**config.mk**
```make
export PLATFORM = sky130hd
export DESIGN_NAME = pipeline_inv
export DESIGN_NICKNAME = d
export VERILOG_FILES = /design/src/rtl/pipeline_pkg.sv /design/src/rtl/div3_exact.sv /design/src/rtl/pipeline_inv.sv
export SDC_FILE = /design/constraint.sdc
export NUM_CORES = 1
export LEC_CHECK = 0
export CAP_MARGIN = 20
export CORE_MARGIN = 4
export CORE_UTILIZATION = 35
export CTS_CLUSTER_DIAMETER = 60
export DETAILED_ROUTE_END_ITERATION = 12
export HOLD_SLACK_MARGIN = 0.02
export PLACE_DENSITY = 0.56
export SYNTH_ARGS = -nofsm -noshare
export SYNTH_HDL_FRONTEND = slang
export SYNTH_HIERARCHICAL = 1
export SYNTH_SLANG_ARGS = --single-unit
```
**constraint.sdc**
```tcl
create_clock -name clk -period 5.55 [get_ports clk]
set_input_delay 1.665 -clock clk [delete_from_list [all_inputs] [get_ports clk]]
set_output_delay 1.665 -clock clk [all_outputs]
set_load 0.05 [all_outputs]
```
**src/rtl/pipeline_pkg.sv**
```systemverilog
// Shared constants for the forward codeword pipeline Y = (3X+5)*2+7 and its inverse.
// Holds the offsets, the divisor, the stage count and the error-flag layout.
package pipeline_pkg;

  localparam int WIDTH_DEF  = 16;
  localparam int NUM_STAGES = 4;
  localparam int OFFSET_IN  = 7;
  localparam int OFFSET_MID = 5;
  localparam int DIVISOR    = 3;

  localparam int ERR_W      = 2;
  localparam int ERR_PARITY = 0;
  localparam int ERR_DIV    = 1;

  // Multiplicative inverse of 3 modulo 2^64; any low slice is the inverse modulo that width.
  localparam logic [63:0] DIV3_INV = 64'hAAAA_AAAA_AAAA_AAAB;

  typedef logic [ERR_W-1:0] err_t;

  function automatic int fwd_encode(input int x);
    return (x * DIVISOR + OFFSET_MID) * 2 + OFFSET_IN;
  endfunction

endpackage

```
**src/rtl/div3_exact.sv**
```systemverilog
// Combinational exact divide-by-3 of a signed value, flagging a nonzero remainder.
// Multiplies by the modular inverse of 3; only true multiples land in the small quotient window.
module div3_exact
  import pipeline_pkg::*;
#(
  parameter int N = 17
) (
  input  logic signed [N-1:0] e,
  output logic signed [N-1:0] quo,
  output logic                rem_nz
);

  localparam logic [N-1:0]        INV    = DIV3_INV[N-1:0];
  localparam longint              QLIM_L = ((longint'(1) << (N-1)) - 1) / 3;
  localparam logic signed [N-1:0] QLIM   = N'(QLIM_L);

  logic [N-1:0] prod;

  always_comb begin
    prod   = e * INV;
    quo    = $signed(prod);
    rem_nz = ($signed(prod) > QLIM) || ($signed(prod) < -QLIM);
  end

endmodule

```
**src/rtl/pipeline_inv.sv**
```systemverilog
// Four-stage inverse of Y = (3X+5)*2+7 with parity and divisibility error flags; latency 4.
// One global advance stalls every stage while the output is held; in_ready follows it directly.
module pipeline_inv
  import pipeline_pkg::*;
#(
  parameter int WIDTH = WIDTH_DEF
) (
  input  logic                    clk,
  input  logic                    rst,
  input  logic                    in_valid,
  output logic                    in_ready,
  input  logic signed [WIDTH-1:0] Y,
  output logic                    out_valid,
  input  logic                    out_ready,
  output logic signed [WIDTH-1:0] X,
  output logic [ERR_W-1:0]        err
);

  localparam int DW = WIDTH + 1;
  localparam logic signed [DW-1:0] OFS_IN  = DW'(OFFSET_IN);
  localparam logic signed [DW-1:0] OFS_MID = DW'(OFFSET_MID);

  logic                    advance;

  logic                    s1_vld_q, s1_vld_d;
  logic signed [DW-1:0]    s1_d_q,   s1_d_d;
  logic                    s1_par_q, s1_par_d;

  logic                    s2_vld_q, s2_vld_d;
  logic signed [DW-1:0]    s2_h_q,   s2_h_d;
  logic                    s2_par_q, s2_par_d;

  logic                    s3_vld_q, s3_vld_d;
  logic signed [DW-1:0]    s3_e_q,   s3_e_d;
  logic                    s3_par_q, s3_par_d;

  logic                    out_vld_q, out_vld_d;
  logic signed [WIDTH-1:0] x_q,       x_d;
  err_t                    err_q,     err_d;

  logic signed [DW-1:0]    quo;
  logic                    rem_nz;

  assign advance   = !out_vld_q | out_ready;
  assign in_ready  = advance;
  assign out_valid = out_vld_q;
  assign X         = x_q;
  assign err       = err_q;

  div3_exact #(.N(DW)) u_div3 (
    .e      (s3_e_q),
    .quo    (quo),
    .rem_nz (rem_nz)
  );

  always_comb begin
    s1_vld_d  = s1_vld_q;
    s1_d_d    = s1_d_q;
    s1_par_d  = s1_par_q;
    s2_vld_d  = s2_vld_q;
    s2_h_d    = s2_h_q;
    s2_par_d  = s2_par_q;
    s3_vld_d  = s3_vld_q;
    s3_e_d    = s3_e_q;
    s3_par_d  = s3_par_q;
    out_vld_d = out_vld_q;
    x_d       = x_q;
    err_d     = err_q;

    if (advance) begin
      s1_vld_d = in_valid;
      if (in_valid) begin
        s1_d_d   = DW'(Y) - OFS_IN;
        s1_par_d = s1_d_d[0];
      end

      s2_vld_d = s1_vld_q;
      if (s1_vld_q) begin
        s2_h_d   = s1_d_q >>> 1;
        s2_par_d = s1_par_q;
      end

      s3_vld_d = s2_vld_q;
      if (s2_vld_q) begin
        s3_e_d   = s2_h_q - OFS_MID;
        s3_par_d = s2_par_q;
      end

      out_vld_d = s3_vld_q;
      if (s3_vld_q) begin
        // A parity failure makes the divisibility result meaningless, so it masks err[1].
        err_d = '0;
        if (s3_par_q) begin
          err_d[ERR_PARITY] = 1'b1;
        end else if (rem_nz) begin
          err_d[ERR_DIV] = 1'b1;
        end
        x_d = (err_d == '0) ? quo[WIDTH-1:0] : '0;
      end
    end
  end

  always_ff @(posedge clk) begin
    if (rst) begin
      s1_vld_q  <= 1'b0;
      s1_d_q    <= '0;
      s1_par_q  <= 1'b0;
      s2_vld_q  <= 1'b0;
      s2_h_q    <= '0;
      s2_par_q  <= 1'b0;
      s3_vld_q  <= 1'b0;
      s3_e_q    <= '0;
      s3_par_q  <= 1'b0;
      out_vld_q <= 1'b0;
      x_q       <= '0;
      err_q     <= '0;
    end else begin
      s1_vld_q  <= s1_vld_d;
      s1_d_q    <= s1_d_d;
      s1_par_q  <= s1_par_d;
      s2_vld_q  <= s2_vld_d;
      s2_h_q    <= s2_h_d;
      s2_par_q  <= s2_par_d;
      s3_vld_q  <= s3_vld_d;
      s3_e_q    <= s3_e_d;
      s3_par_q  <= s3_par_d;
      out_vld_q <= out_vld_d;
      x_q       <= x_d;
      err_q     <= err_d;
    end
  end

endmodule

```
-- Yosys cells after proc, flatten, opt, wreduce, memory -nomap -nowiden
Index checks and enable logic that the tools add are counted.
- flip-flop bits (word level): 75
- bits in latches: 0
- bits in writable memories: 0
- bits in read-only memories: 0
- input bits: 20
- logic and storage cells: 33
- memories kept: 0
- add/subtract/negate cells: 2
- multiply operators: 1
- div/mod/pow operators: 0
- magnitude comparators: 2
- eq/ne operators: 0
- shift-type cells: 0
- mux-type cells: 8
- bitwise operators: 1
- reductions and logical operators: 7
- operators with widths (operator ; count):
    $sub A16 B4 Y17 const B ; 2
    $gt A17 B16 Y1 const B ; 1
    $lt A17 B16 Y1 const B ; 1
    $mul A17 B16 Y17 const B ; 1
    $mux W16 ; 1
    $reduce_and A2 Y1 ; 4
    $mux W1 ; 7
    $logic_not A2 Y1 ; 1
    $logic_not A1 Y1 ; 1
    $logic_or A1 B1 Y1 ; 1
    $or A1 B1 Y1 ; 1

-- Logic depth before layout (Yosys ltp)
Gate-level depths: netlist of run 1.
- depth in word-level cells: 9
- gate-level depth with buffers: 23
- gate-level depth less buffers: 22

-- Modules after synthesis
Netlist of run 1, hierarchy kept.
- modules (own cells, without submodules) (module ; instances ; cells an instance ; area an instance (sq um) ; sequential area each (sq um)):
    pipeline_inv ; 1 ; 374 ; 3070.4 ; 1481.4
    div3_exact ; 1 ; 314 ; 2781.4 ; 0.0

-- Worst setup path after synthesis of run 1
Ideal clock, no wire load.
- kind: flip-flop to flip-flop
- start: reg s3_e_q[5]
- end: reg x_q[13], in the netlist X[13]
- setup time: 70 ps
- data arrival time: 5331 ps
- setup slack: 149 ps
- stages on the path, launching flop included: 24
- buffers on the path: 1
- clock period less this slack: 5401 ps
- path through: dfxtp_1 ha_1 ha_1 ha_1 inv_1 fa_1 inv_1 fa_1 inv_1 fa_1 inv_1 ha_1 or2_2 nor2_1 and3_1 o21ai_0 a221o_1 a31o_2 a21oi_1 mux2i_1 nor2_1 buf_1 nand3_1 a21oi_1
- longest elaborated chain between the ends: 9
- elaborated cells on any way between the ends: 10
- those cells by class: 1 x mul; 2 x order compare; 5 x mux; 2 x reduce/logical
- ends and longest elaborated chain (what ; line ; text):
    start: declaration ; pipeline_inv.sv:34 ; logic signed [DW-1:0] s3_e_q, s3_e_d;
    start signal: assignment ; pipeline_inv.sv:112 ; s3_e_q <= '0;
    start signal: assignment ; pipeline_inv.sv:125 ; s3_e_q <= s3_e_d;
    $mul A17 B16 Y17 (*) ; div3_exact.sv:20 ; prod = e * INV;
    $gt A17 B16 Y1 or $lt A17 B16 Y1 (tied branches) ; div3_exact.sv:22 ; rem_nz = ($signed(prod) > QLIM) || ($signed(prod) < -QLIM);
    $logic_or A1 B1 Y1 (*) ; div3_exact.sv:22 ;
    named net rem_nz ; pipeline_inv.sv:42 ; logic rem_nz;
    $mux W1 (*) ; pipeline_inv.sv:95 ; end else if (rem_nz) begin
    $mux W1 (*) ; pipeline_inv.sv:93 ; if (s3_par_q) begin
    $mux W1 (*) ; pipeline_inv.sv:90 ; if (s3_vld_q) begin
    $mux W1 (*) ; pipeline_inv.sv:70 ; if (advance) begin
    $logic_not A2 Y1 (*) ; pipeline_inv.sv:98 ; x_d = (err_d == '0) ? quo[WIDTH-1:0] : '0;
    $mux W16 (*) ; pipeline_inv.sv:98 ;
    end signal: assignment ; pipeline_inv.sv:115 ; x_q <= '0;
    end signal: assignment ; pipeline_inv.sv:128 ; x_q <= x_d;
    end: declaration ; pipeline_inv.sv:38 ; logic signed [WIDTH-1:0] x_q, x_d;
The timed path passes the listed nets; every way through them passes the cells marked *. The select of a mux whose other input is x is not followed.
A chain may end at the register's enable or synchronous reset.

-- Worst setup path after layout of run 1
- start: reg s3_e_q[6]
- end: reg x_q[15], in the netlist X[15]
- longest elaborated chain between the ends: 9
- elaborated cells on any way between the ends: 10
- those cells by class: 1 x mul; 2 x order compare; 5 x mux; 2 x reduce/logical
- ends and longest elaborated chain (what ; line ; text):
    $mul A17 B16 Y17 (*) ; div3_exact.sv:20 ;
    named net quo[16] ; pipeline_inv.sv:41 ; logic signed [DW-1:0] quo;
    $gt A17 B16 Y1 or $lt A17 B16 Y1 (tied branches) ; div3_exact.sv:22 ;
    $logic_or A1 B1 Y1 (*) ; div3_exact.sv:22 ;
    named net rem_nz ; pipeline_inv.sv:42 ;
    $mux W1 (*) ; pipeline_inv.sv:95 ;
    $mux W1 (*) ; pipeline_inv.sv:93 ;
    $mux W1 (*) ; pipeline_inv.sv:90 ;
    $mux W1 (*) ; pipeline_inv.sv:70 ;
    $logic_not A2 Y1 (*) ; pipeline_inv.sv:98 ;
    $mux W16 (*) ; pipeline_inv.sv:98 ;
Marks and branches as above.

==> run summary, run 1 <==
The total half-perimeter wirelength after legalization and detailed placement is 10100 µm. For the pin with the worst max-slew slack, the measured transition is 0.964 ns. Proportion of layout cells with a drive suffix above 1: 0.101.

The clock-pin slew on the worst setup and hold paths is 0.06 ns. The reg-to-reg critical path endpoint is X[15]. The number of global-route vias before repair was 4640; the pre-CTS worst setup slack was 0.0125 ns.

Relative to the synthesized area, the layout overhead comes to 18.9%. Endpoint class of the critical path: a flip-flop. For the first-pass iteration count of the detailed router, the log shows 4. The library cell used most frequently in the layout, excluding fill and tap cells, is sky130_fd_sc_hd__inv_1.

The total of warnings raised by yosys is 6. Routed length per placed instance: 13.0 µm. By instance count, the cell type seen most on the critical path is sky130_fd_sc_hd__ha_1.

In the post-route analysis, the smallest setup slack over all paths is 0.228 ns. The setup path with the least slack is of type reg2reg. Number of buffers between clock root and the deepest sink: 2. Worst setup path startpoint: s3_e_q[6]. For the cell area after placement, the log shows 0.00652 mm². TritonCTS created 9 clock buffers. Setup violations remaining at the end of the flow were counted as 0. In this run the power density over the cells is 298 mW/mm². The data arrival time of the critical path is 5.51 ns, and the synthesized cell area is 0.00585 mm². For this design, the slowest cell found on the critical path is sky130_fd_sc_hd__fa_1. The worst setup path is launched from a flip-flop. For the sum of negative setup slack, the log shows 0 ns. The library cells used most frequently in the layout, excluding fill and tap cells, are 105 x sky130_fd_sc_hd__inv_1, 81 x sky130_fd_sc_hd__nand2_1, 65 x sky130_fd_sc_hd__dfxtp_1, 65 x sky130_fd_sc_hd__ha_1, 47 x sky130_fd_sc_hd__a21oi_1. Setup slack on the worst reg-to-reg path comes out at 0.23 ns. The run gives 688 as the synthesized instance count. The number of placement rows came out at 47. For the worst setup path, the data required time is 5.74 ns.

CTS built an H-tree with a depth of 3. In the routed layout, each cell is associated on average with a via count of 4.81. The leakage power summed over all cells is 3.00 nW, and the maximum fanout encountered on the critical timing path is 8. In this design, the stage delay of the slowest critical-path cell is 0.54 ns. After synthesis the netlist holds a flip-flop and latch count of 74. For the share of power burned in the clock network, the log shows 0.284.

Number of buffers added on ports: 39. The tools report the total global-route track usage as 0.138. The proportion of synthesized chip area in sequential cells was 0.253; the number of synthesized flops with an enable pin was 0. The region available for standard cell placement spans 0.0165 mm².

The count of unique library cells instantiated by Yosys came out at 60. Traced cell by cell, the critical path runs through ha_1 > ha_1 > ha_1 > inv_1 > fa_1 > fa_1 > fa_1 > inv_1 > ha_1 > o21ai_1 > or2b_1 > o31ai_4 > o22ai_2 > or4_4 > a31oi_2 > xnor2_1 > mux2i_1 > nor2_2 > buf_6 > nand3_1 > a21oi_2. The endpoint of the worst setup timing path was X[15].

At the end of routability-driven placement, the weighted congestion stood at 0.854. The async set-reset flop share out of synthesis came out at 0. For the relative slew slack, the log shows 0.357.

The most used flip-flop cell after synthesis is sky130_fd_sc_hd__dfxtp_1. The tools report the share of total power in combinational logic as 0.435. The run gives 0.00952 ns as the clock skew. The TritonCTS sink count was 74. Pin placement for this block handled 40 I/O pins.

For the remaining global-route overflow, the log shows 0. VDD sags by at most 0.000153 V. The internal power consumption was 1.31 mW. The root buffer cell chosen for the clock tree is sky130_fd_sc_hd__clkbuf_16. The tools report the count of final max-slew check failures as 0.

The via count was 4598; the total wirelength of the detailed-routed design was 12400 µm. The hold violation count in the final report came out at 0. Measured in cells, the most critical reg-to-reg path has a length of 21. The startpoint identified for the worst register-to-register timing path is s3_e_q[6]. The detail route stage leaves a number of antenna-violating nets equal to 0.

The die is 137 µm tall. The average instance in the mapped netlist occupies 8.51 µm². Entering global routing, the biggest net connects 75 pins.

The number of buffers and inverters on the critical path is 3. The final layout contains 861 nets. Clock latency on the worst-skew pair, taken at its later pin, is 0.33 ns. The tool flagged a number of max-cap violations equal to 0. TritonCTS built the clock tree.

When the netlist entered floorplanning its net count stood at 818. The share of the clock period used by the worst path after layout is 0.959, and the fraction of power spent switching nets is 0.370. For the count of antenna diodes in the layout, the log shows 0.

The final critical delay including setup and external delays is 5.32 ns. The logs give 0 for the number of antenna violations at the first check in global routing and 0 for the detailed-route DRC error count. The wire length of the first global-routing pass was 21300 µm. The flow ran to the end, and the final reports show no timing, DRC or antenna violations. The tools report the number of design-rule violations left by the first detailed-router iteration as 152. The class of the worst hold path was reg2reg. The effective utilization at floorplan was 0.355. Static timing analysis puts the maximum clock frequency at 188 MHz. For the net switching component of the power, the log shows 767 µW. The finished layout cell area is 0.00696 mm², and the cell count along the critical path is 21. Among cell families on the critical path, the largest total delay comes from adder cells.

The die is 137 µm wide. Across all hold checks on the routed design, the worst slack comes to 0.452 ns. The run gives 0.280 as the share of total power in sequential cells. The die covers 0.0189 mm².
==> tightest hold or removal path, cell delays in order, from the launching register on <==
cell and delay, ns:
sky130_fd_sc_hd__dfxtp_1 0.31, sky130_fd_sc_hd__nand2_1 0.05, sky130_fd_sc_hd__a21oi_1 0.05
==> cell usage after synthesis, types with 10 or more instances <==
cell / n / area, µm²
sky130_fd_sc_hd__ha_1: 71 / 888
sky130_fd_sc_hd__fa_1: 39 / 781
sky130_fd_sc_hd__inv_1: 106 / 398
sky130_fd_sc_hd__xnor2_1: 29 / 254
sky130_fd_sc_hd__clkbuf_1: 20 / 75.1
sky130_fd_sc_hd__dfxtp_1: 74 / 1480
sky130_fd_sc_hd__nand2_1: 81 / 304
sky130_fd_sc_hd__xor2_1: 22 / 193
sky130_fd_sc_hd__nor2_1: 43 / 161
sky130_fd_sc_hd__a21oi_1: 52 / 260
sky130_fd_sc_hd__nand3_1: 25 / 125
sky130_fd_sc_hd__a211oi_1: 26 / 195
sky130_fd_sc_hd__o21ai_0: 10 / 50.1
==> metrics by stage <==
stage	std cells	power [mW]	utilization
floorplan	688	1.17	-
global placement	937	1.38	0.396
detailed placement	937	1.39	0.396
CTS	953	1.99	0.414
global route	956	2.23	0.423
finish	956	2.07	0.423
==> worst min path at each step <==
stage                   start   endpoint  cells after the start
finish                  X[13]      X[13]                      2
floorplan            s2_par_q   s3_par_q                      2
global route            X[12]      X[12]                      2
detailed placement  s1_d_q[2]  s2_h_q[1]                      2
global placement    s1_d_q[2]  s2_h_q[1]                      2
CTS                      X[7]       X[7]                      2
==> metal layers <==
layer  part of all wire  vias to the layer above  GRT usage
met5                  0                        -          0
met4              0.018                        0     0.0460
met3              0.022                       11     0.0164
met2               0.47                       57      0.228
met1               0.49                     2155      0.188
li1                   -                     2375          -
==> kinds of logic (layout without fill, tap and decap cells) <==
| family | count (synthesis) | after routing | share of synthesized area |
|---|---|---|---|
| xor+xnor | 51 | 51 | 0.0763 |
| mux | 1 | 1 | 0.00171 |
| fa+ha+maj | 110 | 110 | 0.285 |
| flops | 74 | 74 | 0.253 |
| compound gates | 124 | 124 | 0.141 |
| simple gates | 196 | 196 | 0.156 |
| buf+inv | 132 | 180 | 0.0866 |
==> cell type report <==
type / instances / area (µm²)
multi-input cells: 482 / 3960
clock buffers: 9 / 225
repair buffers: 57 / 528
well taps: 220 / 275
fillers: 1678 / 9510
inverters: 107 / 402
flip-flops and latches: 74 / 1500
clock inverters: 7 / 73.8
==> state kept, by name, indices dropped and copies added, names as in the netlist <==
signal and cells:
X 16, err 2, out_valid 1, s1_d_q 17, s1_vld_q 1, s2_h_q 16, s2_par_q 1, s2_vld_q 1
s3_e_q 17, s3_par_q 1, s3_vld_q 1
==> what timing repair did <==
action                                  in CTS  in global routing
endpoints found under the setup margin      15                 17
hold buffers                                 0                  0
gates cloned                                 0                  1
setup buffers                                0                  2
resized for setup                            2                 33
pin swaps                                    0                 13
==> power groups by stage <==
stage	sequential (mW)	clock, mW	combinational, mW
2_1_floorplan	0.611	0	0.560
3_3_place_gp	0.591	0	0.789
3_5_place_dp	0.592	0	0.801
4_1_cts	0.581	0.604	0.807
5_1_grt	0.585	0.627	1.02
6_report	0.581	0.589	0.902
Note: power is estimated with default switching activity, not from simulation.
==> run 2: changes to the inputs <==
--- a/config.mk
+++ b/config.mk
@@ -7,11 +7,11 @@
 export LEC_CHECK = 0
 export CAP_MARGIN = 20
 export CORE_MARGIN = 4
-export CORE_UTILIZATION = 35
+export CORE_UTILIZATION = 39
 export CTS_CLUSTER_DIAMETER = 60
 export DETAILED_ROUTE_END_ITERATION = 12
 export HOLD_SLACK_MARGIN = 0.02
-export PLACE_DENSITY = 0.56
+export PLACE_DENSITY = 0.61
 export SYNTH_ARGS = -nofsm -noshare
 export SYNTH_HDL_FRONTEND = slang
 export SYNTH_HIERARCHICAL = 1
==> run 2 against run 1 <==
Compared with the run above: largest power group unchanged; highest routed layer unchanged; combinational power increased by 7.0%; largest cell class unchanged; clock power decreased by 10%; critical path depth decreased by 1; first-iteration DRC count decreased by 8.6%; hold slack about the same.
==> run summary, run 2 (same netlist as run 1, synthesis figures left out) <==
The run finished with clean final reports. The via count came out at 4627 (+0.63%). The floorplan die area was 0.0170 mm² (-9.7%). Share of the clock period used by the worst path after layout: 0.959 (about the same). The worst setup path is launched from a flip-flop.

The run gives 40 (unchanged) as the number of primary I/O pins. The maximum ir drop on the vdd rail was 0.000136 V (-11%); the number of CTS-inserted buffers was 9 (unchanged). For the number of max-cap violations, the log shows 0 (unchanged). The die extent in y is 130 µm (-5.0%). Final critical delay including setup and external delays: 5.32 ns (-0.000904 ns). Total half-perimeter wirelength after legalization and detailed placement: 10100 µm (-0.31%). The critical path in this run is classified as reg2reg. The count of final max-slew check failures was 0 (unchanged); the peak clock frequency supported by timing was 188 MHz (about the same). Wire length of the first global-routing pass: 21200 µm (-0.46%). The width of the die is 130 µm (-5.0%), and the post-layout net count is 864 (+0.35%). The count of antenna diodes in the layout came out at 0 (unchanged). The total of fill cells in the finished design was 1404 (-16%); the largest net degree at the start of global routing was 75 (unchanged). The total wirelength of the detailed-routed design is 12600 µm (+1.6%).

The average vias per placed instance is 5.02 (+4.3%). The number of buffers between clock root and the deepest sink was 2 (unchanged). Number of buffers added on ports: 39 (unchanged).

Critical path required time: 5.73 ns (about the same). The largest registers in the layout are s1_d_q (17), s3_e_q (17). Number of levels the H-tree was split into: 3 (unchanged). The data arrival time of the critical path is 5.50 ns (about the same), and the power per standard cell area is 298 mW/mm² (about the same). Setup repair after global routing could not meet its margin everywhere.

TritonCTS sink count: 74 (unchanged). The clock network latency to the later pin of the worst-skew pair is 0.33 ns (about the same), and the proportion of layout cells with a drive suffix above 1 is 0.107 (+0.00650). Maximum fanout encountered on the critical timing path: 8 (unchanged). For the number of placement rows, the log shows 44 (-6.4%). Routed length per placed instance: 13.7 µm (+5.3%). The count of hold-fix buffers inserted at cts is 0 (unchanged), and the remaining number of nets flagged by the antenna check after routing is 0 (unchanged). The clock skew is 0.00589 ns (-0.00362 ns). The logs give 0.451 ns (-0.000101 ns) for the hold slack and 4656 (+0.34%) for the number of global-route vias before repair. The logs give 0.401 (+0.0457) for the effective utilization at floorplan and 0 (unchanged) for the number of antenna violations at the first check in global routing.

In the layout the commonest cells are 105 x sky130_fd_sc_hd__inv_1, 80 x sky130_fd_sc_hd__nand2_1, 65 x sky130_fd_sc_hd__dfxtp_1. The run gives 0.839 (-1.8%) as the final weighted congestion in routability-driven placement. The clock-pin slew on the worst setup and hold paths is 0.06 ns (about the same). The post-layout utilization of the core is 0.477 (+0.0541). The remaining global-route overflow came out at 0 (unchanged). The total core area was 0.0146 mm² (-11%); the hold violation count in the final report was 0 (unchanged). The logs give 0.229 ns (+0.000904 ns) for the minimum setup slack in the final design and 139 (-8.6%) for the number of design-rule violations left by the first detailed-router iteration. The endpoint class of the critical path is a flip-flop. The logs give 0 ns (unchanged) for the sum of negative setup slack and 0.153 (+0.0145) for the total global-route track usage. CTS placed an instance of sky130_fd_sc_hd__clkbuf_16 at the clock tree root. TritonCTS built the clock tree. Class of the worst hold path: reg2reg.

The leakage power summed over all cells came out at 3.02 nW (+0.47%). Slew of the pin with the lowest slew margin: 0.988 ns (+0.0241 ns). The area growth from synthesis to final layout is 18.9% (about the same). The slack of the worst reg-to-reg path is 0.23 ns (about the same), and the number of failing setup endpoints in the final timing report is 0 (unchanged).

Detailed-route DRC error count: 0 (unchanged). The relative slew slack came out at 0.341 (-0.0161). The most frequent standard cell in the layout excluding fill and tap cells is sky130_fd_sc_hd__inv_1. The tools report the pre-CTS worst setup slack as -0.0184 ns (-0.0309 ns).

The first-pass iteration count of the detailed router is 4 (unchanged).
-- run 2: area by class of cell --
type                    instances  area [µm²]  area share
clock buffers                  10         239      0.0344
clock inverters                 5        31.3     0.00450
inverters                     107         402      0.0577
multi-input cells             482        4000       0.576
flip-flops and latches         74        1500       0.216
well taps                     184         230      0.0331
repair buffers                 60         551      0.0791
-- run 2: where the power goes --
| part | leakage, nW | internal [mW] | switching [mW] |
|---|---|---|---|
| clock network | 0.134 | 0.310 | 0.217 |
| logic | 2.27 | 0.429 | 0.536 |
| registers | 0.609 | 0.559 | 0.0219 |
| total | 3.02 | 1.30 | 0.775 |
-- run 2: critical path, cell delays in order, from the launching register on --
cell and delay (ns):
sky130_fd_sc_hd__dfxtp_1 0.33, sky130_fd_sc_hd__buf_4 0.16, sky130_fd_sc_hd__ha_1 0.29, sky130_fd_sc_hd__ha_1 0.28
sky130_fd_sc_hd__inv_1 0.05, sky130_fd_sc_hd__fa_1 0.49, sky130_fd_sc_hd__inv_1 0.05, sky130_fd_sc_hd__fa_1 0.47
sky130_fd_sc_hd__fa_1 0.54, sky130_fd_sc_hd__inv_1 0.05, sky130_fd_sc_hd__fa_1 0.55, sky130_fd_sc_hd__inv_1 0.05
sky130_fd_sc_hd__ha_1 0.25, sky130_fd_sc_hd__or4_4 0.54, sky130_fd_sc_hd__a31oi_4 0.20, sky130_fd_sc_hd__xnor2_2 0.14
sky130_fd_sc_hd__mux2i_2 0.30, sky130_fd_sc_hd__nor2_2 0.10, sky130_fd_sc_hd__buf_6 0.15, sky130_fd_sc_hd__nand3_1 0.09
sky130_fd_sc_hd__a21oi_1 0.08
-- run 2: stage by stage --
step                      cell area [µm²]  power, mW  instances
after floorplan                      5850       1.17        688
after global placement               6480       1.38        902
after detailed placement             6480       1.39        902
after CTS                            6750       1.92        917
after global routing                 6960       2.22        922
final                                6960       2.07        922
-- run 2: worst paths after layout --
path / startpoint / to / cells after the start
min reg2reg: X[6] / X[6] / 2
max: s3_e_q[11] / X[15] / 20
max reg2reg: s3_e_q[11] / X[15] / 20
min: X[6] / X[6] / 2
-- run 2: metal layers --
metal | wire length, µm | vias up | GRT usage
met5 | 0 | - | 0
met4 | 138 | 0 | 0.0405
met3 | 266 | 12 | 0.0240
met2 | 6280 | 56 | 0.266
met1 | 5910 | 2180 | 0.198
li1 | - | 2379 | -
-- run 2: repair_timing --
| action | 4_1_cts | 5_1_grt |
|---|---|---|
| setup buffers | 0 | 4 |
| pin swaps | 0 | 18 |
| endpoints found under the hold margin | 0 | 0 |
| cloned | 0 | 1 |
| gates resized for setup | 1 | 40 |
| endpoints found under the setup margin | 16 | 17 |
